## config.mk

```make
export PLATFORM = sky130hd
export DESIGN_NAME = alu_issue_seq
export DESIGN_NICKNAME = d
export VERILOG_FILES = /design/src/rtl/alu_issue_seq.sv
export SDC_FILE = /design/constraint.sdc
export NUM_CORES = 1
export LEC_CHECK = 0
export BUFFER_PORTS_ARGS = -buffer_cell sky130_fd_sc_hd__buf_2
export CAP_MARGIN = 20
export CORE_MARGIN = 2
export CORE_UTILIZATION = 47
export CTS_CLUSTER_SIZE = 25
export DETAILED_ROUTE_END_ITERATION = 16
export PLACE_DENSITY = 0.83
export SYNTH_ARGS = -nofsm -noshare
export SYNTH_HDL_FRONTEND = slang
export SYNTH_SLANG_ARGS = --single-unit
```

## constraint.sdc

```tcl
create_clock -name Clk -period 3.2 [get_ports Clk]
set_input_delay 0.32 -clock Clk [delete_from_list [all_inputs] [get_ports Clk]]
set_output_delay 0.32 -clock Clk [all_outputs]
set_load 0.01 [all_outputs]
```

## src/rtl/alu_issue_seq.sv

```systemverilog
`default_nettype none
`timescale 1ns/1ps
// ============================================================================
//  Module   : alu_issue_seq
//  Purpose  : Four-state issue/writeback sequencer feeding the ALU.
//             Optional macro CARRY_FLAG_EN adds a sticky CarryFlag output.
//  Revision : 1.0 - initial release
// ============================================================================
module alu_issue_seq #(
  parameter int DW   = 8,
  parameter int IW   = 9,
  parameter int RA_W = 3
) (
  input  logic            Clk,
  input  logic            Reset,
  input  logic            InstValid,
  input  logic [IW-1:0]   Inst,
  output logic            InstReady,
  output logic [RA_W-1:0] RdAddrA,
  output logic [RA_W-1:0] RdAddrB,
  input  logic [DW-1:0]   RdDatA,
  input  logic [DW-1:0]   RdDatB,
  output logic [3:0]      Aluop,
  output logic [2:0]      Imm,
  output logic [DW-1:0]   DatA,
  output logic [DW-1:0]   DatB,
  input  logic [DW-1:0]   Rslt,
  input  logic            Zero,
  input  logic            Par,
  input  logic            Jen,
  input  logic            SCo,
  output logic            WrEn,
  output logic [RA_W-1:0] WrAddr,
  output logic [DW-1:0]   WrDat,
  output logic            BranchTaken,
  output logic            IllegalOp,
`ifdef CARRY_FLAG_EN
  output logic            CarryFlag,
`endif
  output logic            ZeroFlag,
  output logic            ParFlag
);

  typedef enum logic [1:0] {
    S_IDLE = 2'd0,
    S_READ = 2'd1,
    S_EXEC = 2'd2,
    S_WB   = 2'd3
  } state_t;

  state_t          state_q;
  logic [IW-1:0]   inst_q;
  logic [DW-1:0]   opa_q;
  logic [DW-1:0]   opb_q;

  logic [3:0]      w_op;
  logic [1:0]      w_rd;
  logic [2:0]      w_rs;
  logic            w_op_write;
  logic            w_op_cmp;
  logic            w_op_ill;
  logic [RA_W-1:0] w_rd_addr;

  assign w_op      = inst_q[8:5];
  assign w_rs      = inst_q[4:2];
  assign w_rd      = inst_q[1:0];
  assign w_rd_addr = {{(RA_W-2){1'b0}}, w_rd};

  assign w_op_write = (w_op <= 4'd5) || ((w_op >= 4'd8) && (w_op <= 4'd11));
  assign w_op_cmp   = (w_op == 4'd6) || (w_op == 4'd7);
  assign w_op_ill   = (w_op >= 4'd12);

  // Operand/opcode outputs come straight from the instruction and operand
  // registers, so they simply hold outside the states where they matter.
  assign RdAddrA = w_rd_addr;
  assign RdAddrB = RA_W'(w_rs);
  assign Aluop   = w_op;
  assign Imm     = w_rs;
  assign DatA    = opa_q;
  assign DatB    = opb_q;

`ifdef CARRY_FLAG_EN
  logic w_op_carry;
  assign w_op_carry = (w_op == 4'd0) || (w_op == 4'd1) || (w_op == 4'd2) ||
                      (w_op == 4'd10) || (w_op == 4'd11);
`else
  logic w_unused_sco;
  assign w_unused_sco = SCo;
`endif

  always_ff @(posedge Clk) begin
    if (Reset) begin
      state_q     <= S_IDLE;
      inst_q      <= '0;
      opa_q       <= '0;
      opb_q       <= '0;
      InstReady   <= 1'b1;
      WrEn        <= 1'b0;
      WrAddr      <= '0;
      WrDat       <= '0;
      BranchTaken <= 1'b0;
      IllegalOp   <= 1'b0;
      ZeroFlag    <= 1'b0;
      ParFlag     <= 1'b0;
`ifdef CARRY_FLAG_EN
      CarryFlag   <= 1'b0;
`endif
    end else begin
      WrEn        <= 1'b0;
      BranchTaken <= 1'b0;
      IllegalOp   <= 1'b0;
      case (state_q)
        S_IDLE: begin
          if (InstValid && InstReady) begin
            inst_q    <= Inst;
            InstReady <= 1'b0;
            state_q   <= S_READ;
          end
        end
        S_READ: begin
          opa_q   <= RdDatA;
          opb_q   <= RdDatB;
          state_q <= S_EXEC;
        end
        S_EXEC: begin
          // ALU results are captured directly into the writeback/flag
          // registers so the WB-cycle strobes appear as registered outputs.
          WrEn        <= w_op_write;
          WrAddr      <= w_rd_addr;
          WrDat       <= Rslt;
          BranchTaken <= w_op_cmp & Jen;
          IllegalOp   <= w_op_ill;
          if (w_op_write) begin
            ZeroFlag <= Zero;
            ParFlag  <= Par;
          end
`ifdef CARRY_FLAG_EN
          if (w_op_carry) begin
            CarryFlag <= SCo;
          end
`endif
          state_q <= S_WB;
        end
        S_WB: begin
          InstReady <= 1'b1;
          state_q   <= S_IDLE;
        end
        default: begin
          InstReady <= 1'b1;
          state_q   <= S_IDLE;
        end
      endcase
    end
  end

endmodule
`default_nettype wire
```

## Word level (Yosys, flattened, before mapping)

Cells that the tools add are included.

- Register bits: 43
- Latch bits: 0
- Bits in writable memories: 0
- Memory bits (read-only): 0
- Input port bits: 40
- Output and inout port bits: 46
- Logic and storage cells: 38
- Memories kept: 0

- Add/sub/neg operators: 0
- Multipliers: 0
- Divide/modulo/power cells: 0
- Magnitude comparators: 4
- Eq/ne operators: 6
- Shift-type cells: 0
- Mux-type cells: 4
- Bitwise operators: 2
- Reductions and logical operators: 10

Operator list:

| cell | count |
|---|---|
| 4-bit by 3-bit == test with 1-bit output, second input constant | 2 |
| 4-bit greater-or-equal comparator, second input constant | 2 |
| 2-bit one-hot mux with 4 select lines | 1 |
| 2-bit AND reduction | 3 |
| 2-bit == test, second input constant | 2 |
| 4-bit by 3-bit less-or-equal comparator with 1-bit output, second input constant | 1 |
| 4-bit less-or-equal comparator, second input constant | 1 |
| 2-bit by 1-bit == test with 1-bit output, second input constant | 1 |
| 1-bit logical AND | 2 |
| 2-bit zero test | 1 |
| 1-bit logical OR | 2 |
| 2-bit 2-to-1 mux | 1 |
| 2-bit != test, second input constant | 1 |
| 1-bit one-hot mux with 2 select lines | 1 |
| 2-bit nonzero test | 1 |
| 2-bit OR reduction | 1 |
| 1-bit AND | 1 |
| 1-bit 2-to-1 mux | 1 |
| 1-bit NOT | 1 |

## Logic depth before layout (Yosys ltp)

Gate-level depths: netlist of the first run.

- Depth in word-level cells: 4
- Depth in mapped cells: 6
- Mapped depth without buffers: 5

## Worst setup path before layout of the first run

OpenSTA, ideal clock, no wires.

- Path type: reg-to-reg
- Start point: register state_q[0]
- End point: register WrAddr[1]
- Library setup time: 0.128 ns
- Data arrival time: 1.103 ns
- Data required time: 3.072 ns
- Path slack: 1.969 ns
- Cell stages (with the launch flop): 7
- Path buffers: 2
- Clock period less this slack: 1.231 ns
- Cells stage by stage: dfxtp_1 -> inv_1 -> ha_1 -> buf_4 -> buf_4 -> mux2i_1 -> nor2_1

- Word-level cells in the longest chain between the ends: 1

RTL lines:

| element | line | text |
|---|---|---|
| start, declared | 51 | `state_t state_q;` |
| start signal, assigned | 93 | `state_q <= S_IDLE;` |
| start signal, assigned | 117 | `state_q <= S_READ;` |
| start signal, assigned | 123 | `state_q <= S_EXEC;` |
| 2-bit == test | 112 | `case (state_q)` |
| end signal, assigned | 129 | `WrAddr <= w_rd_addr;` |
| end, declared | 33 | `output logic [RA_W-1:0] WrAddr,` |

Every way passes these cells.
A chain may end at the register's enable or synchronous reset.

## Worst setup path in the final report of the first run

- Start point: register state_q[1]
- End point: register opb_q[2], in the netlist DatB[2]

- Word-level cells in the longest chain between the ends: 1

RTL lines:

| element | line | text |
|---|---|---|
| 2-bit by 1-bit == test with 1-bit output | 112 |  |
| end signal, assigned | 122 | `opb_q <= RdDatB;` |
| end, declared | 54 | `logic [DW-1:0] opb_q;` |

Every way passes these cells.

==> results_dict.tcl, run 1 <==
set metrics [dict create \
    ys.flop_type "dfxtp_1" \
    dp_slack_ns 1.46 \
    critPathCaptureType "flip-flop" \
    cts-buffers-inserted 5 \
    placed_cell_area_um2 2020 \
    synth-edff-count 0 \
    die-area_um2 3980 \
    hold_violations 0 \
    rsz0062_at_grt "no" \
    grt.overflow.total 0 \
    clk_latency_ns 0.34 \
    die_h_um 63.1 \
    synth-warning-count 0 \
    yosysTopAreaCell "dfxtp_1" \
    dp_hpwl_um 2510 \
    tightest_slew_ns 0.940 \
    grt_first_pass_wirelength_um 5630 \
    antenna_found_initial 0 \
    fmax_mhz 589 \
    synthCells 169 \
    cap_viol_max_count 0 \
    grt_max_degree 41 \
    area.sequential_um2 861 \
    drv_slew 0 \
    critPathKind "reg -> reg" \
    gp_congestion 0.812 \
    worstPathArrival_ns 1.91 \
    fill_cells 328 \
    drtIter0Drc 21 \
    multi_input_area_um2 678 \
    start_kind "flip-flop" \
    die_w_um 63.1 \
    syn_area_um2 1640 \
    required_ns 3.41 \
    status "complete, no violations" \
    yosysSeqAreaShare_pct 52.4 \
    setup_tns_ns 0 \
    synthTopCellsByArea "dfxtp_1, mux2i_1, nor2_1" \
    fin_skew_ns 0.00469 \
    max-clock-path-buffers 2 \
    period_minus_slack_ns 1.70 \
    clock-sinks 43 \
    fin_crit_sh_pct 53.0 \
    io_buffers 82 \
    setup_viol_count_final 0 \
    syn_to_final_growth_pct 26.3 \
    drt_wl_total_um 3340 \
    io_pins 86 \
    relSlewSlack_pct 37.4 \
    clkTransAtPathRegs_ns 0.11 \
    drc 0 \
    hold_path.class "in -> reg" \
    async_flop_share_pct 0 \
    cellLeakagePower_nw 1.02 \
    wl_per_cell_um 11.5 \
    viasPerCell 4.69 \
    cts_tree "built" \
    drtPass1Iterations 4 \
    worst_slack_ns 1.50 \
    ys_ff_latch 43 \
    avgSynthCellArea_um2 9.72 \
    initial_core_util_pct 49.2 \
    grt_pass1_vias 1304 \
    diodes 0 \
    postCtsHoldBufs 0 \
    crit_fanout 16 \
    nNetsFinal 290 \
    postCtsSetupBuffers 0 \
    drive_gt1_share_pct 36.7 \
    ctsHtreeMaxLevel 2 \
    coreArea_um2 3340 \
    rows 21 \
    grt.total_usage_pct 18.1 \
    final_cell_area_um2 2070 \
    cts_resized 0 \
    yosys.area.top_type_share_pct 52.4 \
    powerDensity_nw_per_um2 725 \
    root_buffer "clkbuf_4" \
    whs_ns 0.195 \
    ant_nets 0 \
    yosysUniqueCellTypes 25 \
    worst_ir_drop_vdd_mv 0.432 \
    final_core_util_pct 62.2 \
    vias 1364 \
]
-- area by class of cell --
type	instances	share of cell area [%]
Sequential cell	43	41.5
Timing Repair Buffer	82	19.8
Clock inverter	1	0.241
Clock buffer	6	2.47
Inverter	3	0.543
Multi-Input combinational cell	110	32.7
Tap cell	46	2.77
-- cell usage after synthesis (all sizes together) (2+ instances only) --
library cell / number
mux2i: 27
inv: 3
nor2: 27
ha: 5
and3: 2
nand4: 2
o21ai: 3
buf: 13
nand2: 24
a21oi: 9
dfxtp: 43
-- worst max-delay path, stage by stage, from the launching register on --
cell	delay [ns]
dfxtp_1	0.35
inv_1	0.10
ha_1	0.78
mux2i_1	0.27
nor2_1	0.06
-- cell families (layout without fill, tap and decap cells) --
family	Yosys count	count (layout)	share of synthesized area [%]
compound gates	15	15	5.18
fa+ha+maj	5	5	3.81
buf+inv	17	92	6.55
flops	43	43	52.4
mux	27	27	16.5
other cells	1	2	0.228
simple gates	61	61	15.4
-- stage by stage --
step           instances  total power [mW]
6_report             291              1.50
5_1_grt              291              1.62
4_1_cts              291              1.53
3_5_place_dp         284              1.27
3_3_place_gp         284              1.24
2_1_floorplan        170              1.12
-- metal layers --
metal | routed length [µm] | share of wire, % | global-route usage (%) | vias up
met5 | 0 | 0 | 0 | -
met4 | 46 | 1.4 | 7.50 | 0
met3 | 197 | 5.9 | 6.07 | 4
met2 | 1760 | 53 | 33.0 | 39
li1 | - | - | - | 700
met1 | 1330 | 40 | 19.0 | 621
-- state kept, by name, indices dropped and copies added, names as in the netlist --
register / count
DatA: 8
ParFlag: 1
DatB: 8
WrEn: 1
IllegalOp: 1
WrDat: 8
inst_q: 9
WrAddr: 2
BranchTaken: 1
InstReady: 1
ZeroFlag: 1
state_q: 2
-- final timing paths --
| kind | start | end | slack, ns | cells past startpoint |
|---|---|---|---|---|
| min reg2reg | inst_q[5] | inst_q[5] | 0.46 | 2 |
| max reg2reg | state_q[1] | DatB[2] | 1.50 | 4 |
| min | Jen | BranchTaken | 0.20 | 3 |
| max | state_q[1] | DatB[2] | 1.50 | 4 |
-- report_power, final --
part / switching (mW) / internal, mW
clock: 0.155 / 0.102
combinational: 0.298 / 0.252
sequential: 0.0589 / 0.637
total: 0.513 / 0.991
-- cell usage in the layout (no fill, tap or decap), drive strengths merged, types with 3 or more instances in the layout --
cell type,netlist,final
o21ai,3,3
clkbuf,1,6
a21oi,9,9
ha,5,5
nor2,27,27
inv,3,3
dfxtp,43,43
nand2,24,24
mux2i,27,27
buf,13,82
Note: power is estimated with default switching activity, not from simulation.
==> inputs of run 2 (changes only) <==
CORE_UTILIZATION = 40   (was 47)
PLACE_DENSITY = 0.75   (was 0.83)
clock period = 1.5 ns   (was 3.2 ns; I/O delays follow)
==> results_dict.tcl, run 2 (synthesis gave the netlist of run 1 again) <==
set metrics [dict create \
    status "complete, no violations" \
    cellLeakagePower_nw 1.06 \
    wl_per_cell_um 11.9 \
    syn_to_final_growth_pct 33.2 \
    fin_skew_ns 0.00607 \
    cts_tree "built" \
    postCtsSetupBuffers 0 \
    grt_first_pass_wirelength_um 5150 \
    drc 0 \
    drive_gt1_share_pct 38.8 \
    start_kind "flip-flop" \
    gp_congestion 0.691 \
    ant_nets 0 \
    grt_pass1_vias 1195 \
    die_w_um 68.1 \
    dp_hpwl_um 2710 \
    clkTransAtPathRegs_ns 0.08 \
    fin_crit_sh_pct 91.1 \
    viasPerCell 4.54 \
    final_common_cell "buf_2" \
    clk_latency_ns 0.29 \
    grt_busiest_layer "met2" \
    antenna_found_initial 0 \
    root_buffer "clkbuf_8" \
    worst_ir_drop_vdd_mv 0.935 \
    vias 1363 \
    io_buffers 82 \
    max-clock-path-buffers 2 \
    hold_path.class "in -> reg" \
    die_h_um 68.1 \
    final_cell_mix "buf_2, dfxtp_1, mux2i_1, nor2_1, nand2_1" \
    grt.total_usage_pct 14.9 \
    grt_use_met3_pct 3.13 \
    regMostFlops "inst_q" \
    required_ns 1.68 \
    coreArea_um2 3970 \
    cap_viol_max_count 0 \
    die-area_um2 4640 \
    cts-buffers-inserted 5 \
    period_minus_slack_ns 1.37 \
    whs_ns 0.0876 \
    final_core_util_pct 55.1 \
    setup_viol_count_final 0 \
    grt_max_degree 19 \
    drtPass1Iterations 4 \
    largest_reg_flops 9 \
    met1_usage_pct 17.1 \
    rows 23 \
    nNetsFinal 294 \
    critPathCaptureType "flip-flop" \
    powerDensity_nw_per_um2 1630 \
    use_met2_pct 25.8 \
    drv_slew 0 \
    initial_core_util_pct 41.4 \
    drtIter0Drc 41 \
    hold_violations 0 \
    clock-sinks 43 \
    diodes 0 \
    crit_fanout 5 \
    worstPathArrival_ns 1.54 \
    grt.overflow.total 0 \
    ctsHtreeMaxLevel 2 \
    io_pins 86 \
    drt_wl_total_um 3560 \
    fmax_mhz 732 \
    critPathKind "reg -> reg" \
    postCtsHoldBufs 0 \
]
[run 2: cell types whose count changed in the layout (fill, tap and decap cells not counted)]
cell and change:
buf_12 +2, clkinv_2 -1, and3_2 +1, clkinvlp_4 +1, clkbuf_8 +6, clkbuf_4 -5, and3_1 -1, buf_4 +2
nand3_2 +1, nand3_1 -1
[run 2: stage by stage]
step / setup TNS, ns / power (mW) / area [µm²] / instances / setup slack (ns)
after CTS: 0 / 3.59 / 2180 / 300 / 0.0996
after floorplan: 0 / 2.39 / 1650 / 170 / 0.269
after global routing: -0.00305 / 3.79 / 2190 / 300 / -0.00305
after detailed placement: 0 / 2.80 / 2080 / 292 / 0.129
final: 0 / 3.57 / 2190 / 300 / 0.134
after global placement: 0 / 2.75 / 2080 / 292 / 0.194
[run 2: cell type report]
class | instances | area [µm²]
fill | 386 | 1780
sequential | 43 | 861
multi-input combinational | 110 | 684
timing repair buffer | 86 | 465
clock buffer | 7 | 96.3
tap | 50 | 62.6
inverter | 3 | 11.3
clock inverter | 1 | 7.51
[run 2: timing repair]
item / CTS / global route
endpoints found under the setup margin: 0 / 7
hold endpoints to repair: 0 / 0
resized for setup: 0 / 2
[run 2: critical path: stages (launching register included)]
cell	delay, ns
dfxtp_1	0.34
inv_1	0.13
ha_1	0.27
a21boi_2	0.26
mux2i_1	0.21
nor2_1	0.05
[run 2: final timing paths]
check | startpoint | end | depth (start not counted) | slack [ns]
max | state_q[0] | state_q[1] | 5 | 0.13
min | Jen | BranchTaken | 3 | 0.09
max reg2reg | state_q[0] | state_q[1] | 5 | 0.13
min reg2reg | inst_q[5] | inst_q[5] | 2 | 0.46
[run 2: power by group]
part           total [mW]  switching (mW)  internal [mW]
logic                1.28           0.665          0.611
registers            1.49           0.129           1.36
clock network       0.800           0.381          0.419
total                3.57            1.18           2.39
[run 2: routing by layer]
layer,part of all wire (%),routed length [µm]
met1,42,1500
met4,1.9,66
met5,0,0
met2,52,1830
met3,4.3,153
==> inputs of run 3 (changes only) <==
CORE_MARGIN = 3   (was 2)
SETUP_SLACK_MARGIN = 0.4   (was not set)
==> results_dict.tcl, run 3 (synthesis gave the netlist of run 1 again) <==
set metrics [dict create \
    start_kind "flip-flop" \
    die_h_um 70.1 \
    dpl.cell_count 287 \
    rrSetupSlack_ns 0.32 \
    drtPass1Iterations 4 \
    io_pins 86 \
    r2r_end "InstReady" \
    clkTransAtPathRegs_ns 0.08 \
    internal_power_mw 2.66 \
    powerDensity_nw_per_um2 1680 \
    power_switching_mw 1.30 \
    drive_gt1_share_pct 44.2 \
    clk_latency_ns 0.28 \
    grt.overflow.total 0 \
    setup_tns_ns 0 \
    fin_crit_sh_pct 78.7 \
    grt.total_usage_pct 14.6 \
    root_buffer "clkbuf_8" \
    crit_chain "inv_6, ha_4, buf_4, buf_4, nor2b_1, o22ai_1, nand2_1" \
    gp_congestion 0.712 \
    drv_slew 0 \
    drt_wl_total_um 3670 \
    final_core_util_pct 62.0 \
    grt_max_degree 23 \
    cp_slowest_cell "dfxtp_4" \
    switching_share_pct 32.8 \
    cts-buffers-inserted 5 \
    final_common_cell "buf_2" \
    hold_start "Jen" \
    cts_tree "built" \
    required_ns 1.73 \
    worstPathArrival_ns 1.41 \
    critPathKind "reg -> reg" \
    fill_cells 334 \
    drtIter0Drc 69 \
    whs_endpoint "BranchTaken" \
    wl_per_cell_um 12.0 \
    nNetsFinal 302 \
    setup_viol_count_final 0 \
    initial_core_util_pct 43.2 \
    critPathMostFrequentCell "buf_4" \
    viasPerCell 4.53 \
    ant_nets 0 \
    fin_skew_ns 0.00343 \
    final_cells 306 \
    grt_pass1_vias 1289 \
    cellLeakagePower_nw 1.12 \
    critPathCaptureType "flip-flop" \
    comb_power_share_pct 44.2 \
    grt_first_pass_wirelength_um 5780 \
    reg2reg_from "state_q[1]" \
    die-area_um2 4910 \
    hold_violations 0 \
    syn_to_final_growth_pct 43.3 \
    clkPwrFrac_pct 17.2 \
    rsz0062_at_grt "yes" \
    crit_fanout 4 \
    period_minus_slack_ns 1.18 \
    fmax_mhz 847 \
    worst_ir_drop_vdd_mv 0.781 \
    slowest_delay_ns 0.40 \
    status "complete, no violations" \
    io_buffers 82 \
    diodes 0 \
    clock-sinks 43 \
    hold_path.class "in -> reg" \
    antenna_found_initial 0 \
    max-clock-path-buffers 2 \
    dp_hpwl_um 2580 \
    drc 0 \
    die_w_um 70.1 \
    min_path_cells 3 \
    seq_power_share_pct 38.5 \
    ctsHtreeMaxLevel 2 \
    vias 1387 \
    coreArea_um2 3800 \
    cap_viol_max_count 0 \
    regMostFlops "inst_q" \
    largest_reg_flops 9 \
    rows 22 \
    r2r_cells 7 \
    final_cell_mix "buf_2, dfxtp_1, mux2i_1, nor2_1, nand2_1" \
]
## run 3: changes by cell type in the layout (fill, tap and decap cells not counted), moves of 3 or more
cell     change
dfxtp_1      -3
ha_4         +3
o21ai_1      +3
buf_6        +4
ha_1         -3
o21ai_0      -3
## run 3: area by class of cell
class                   instances  area (µm²)  area share, %
inverters                       3        21.3          0.903
well taps                      48        60.1           2.55
repair buffers                 94         571           24.2
flip-flops and latches         43         870           36.9
clock inverters                 1        5.00          0.213
clock buffers                   7        76.3           3.24
multi-input cells             110         752           31.9
## run 3: worst max-delay path, delay by kind of cell, from the launching register on
kind,cells,cell delay (ns)
DFF,1,0.40
buffers and inverters,3,0.30
adders and majority gates,1,0.17
and+or+nand+nor,2,0.17
AOI/OAI and AO/OA,1,0.09
## run 3: through the flow
stage          hold slack [ns]  worst slack (ns)  power [mW]  cell area (µm²)
6_report                0.0968             0.319        3.96             2350
5_1_grt                 0.0921             0.265        4.22             2350
4_1_cts                 0.0816             0.309        3.72             2260
3_5_place_dp             0.389             0.239        2.84             2080
3_3_place_gp             0.384             0.255        2.81             2080
2_1_floorplan            0.279             0.349        2.55             1720
## run 3: how the worst max path moves through the flow
| stage | to | slack [ns] | startpoint | depth (start not counted) |
|---|---|---|---|---|
| finish | InstReady | 0.32 | state_q[1] | 7 |
| global route | InstReady | 0.26 | state_q[1] | 7 |
| CTS | state_q[1] | 0.31 | state_q[0] | 5 |
| detailed placement | inst_q[2] | 0.24 | state_q[0] | 5 |
| global placement | inst_q[4] | 0.25 | state_q[0] | 5 |
| floorplan | DatA[7] | 0.35 | state_q[1] | 6 |
## run 3: metal layers
metal / vias to the layer above / routed length, µm / GRT usage [%]
met5: - / 0 / 0
met4: 0 / 17 / 6.38
met3: 2 / 211 / 3.88
met2: 34 / 1870 / 24.7
met1: 627 / 1580 / 17.4
li1: 724 / - / -
## run 3: what timing repair did
action,in CTS,in global routing
setup buffers,5,5
hold buffers,0,0
resized for setup,8,10
setup endpoints to repair,41,42
cloned,0,1
pin swaps,2,4
## run 3: power by group through the flow
stage	combinational (mW)	sequential, mW	clock (mW)
after global routing	1.90	1.56	0.757
after floorplan	0.920	1.63	0
after CTS	1.49	1.53	0.712
after detailed placement	1.30	1.54	0
after global placement	1.27	1.54	0
final	1.75	1.53	0.683
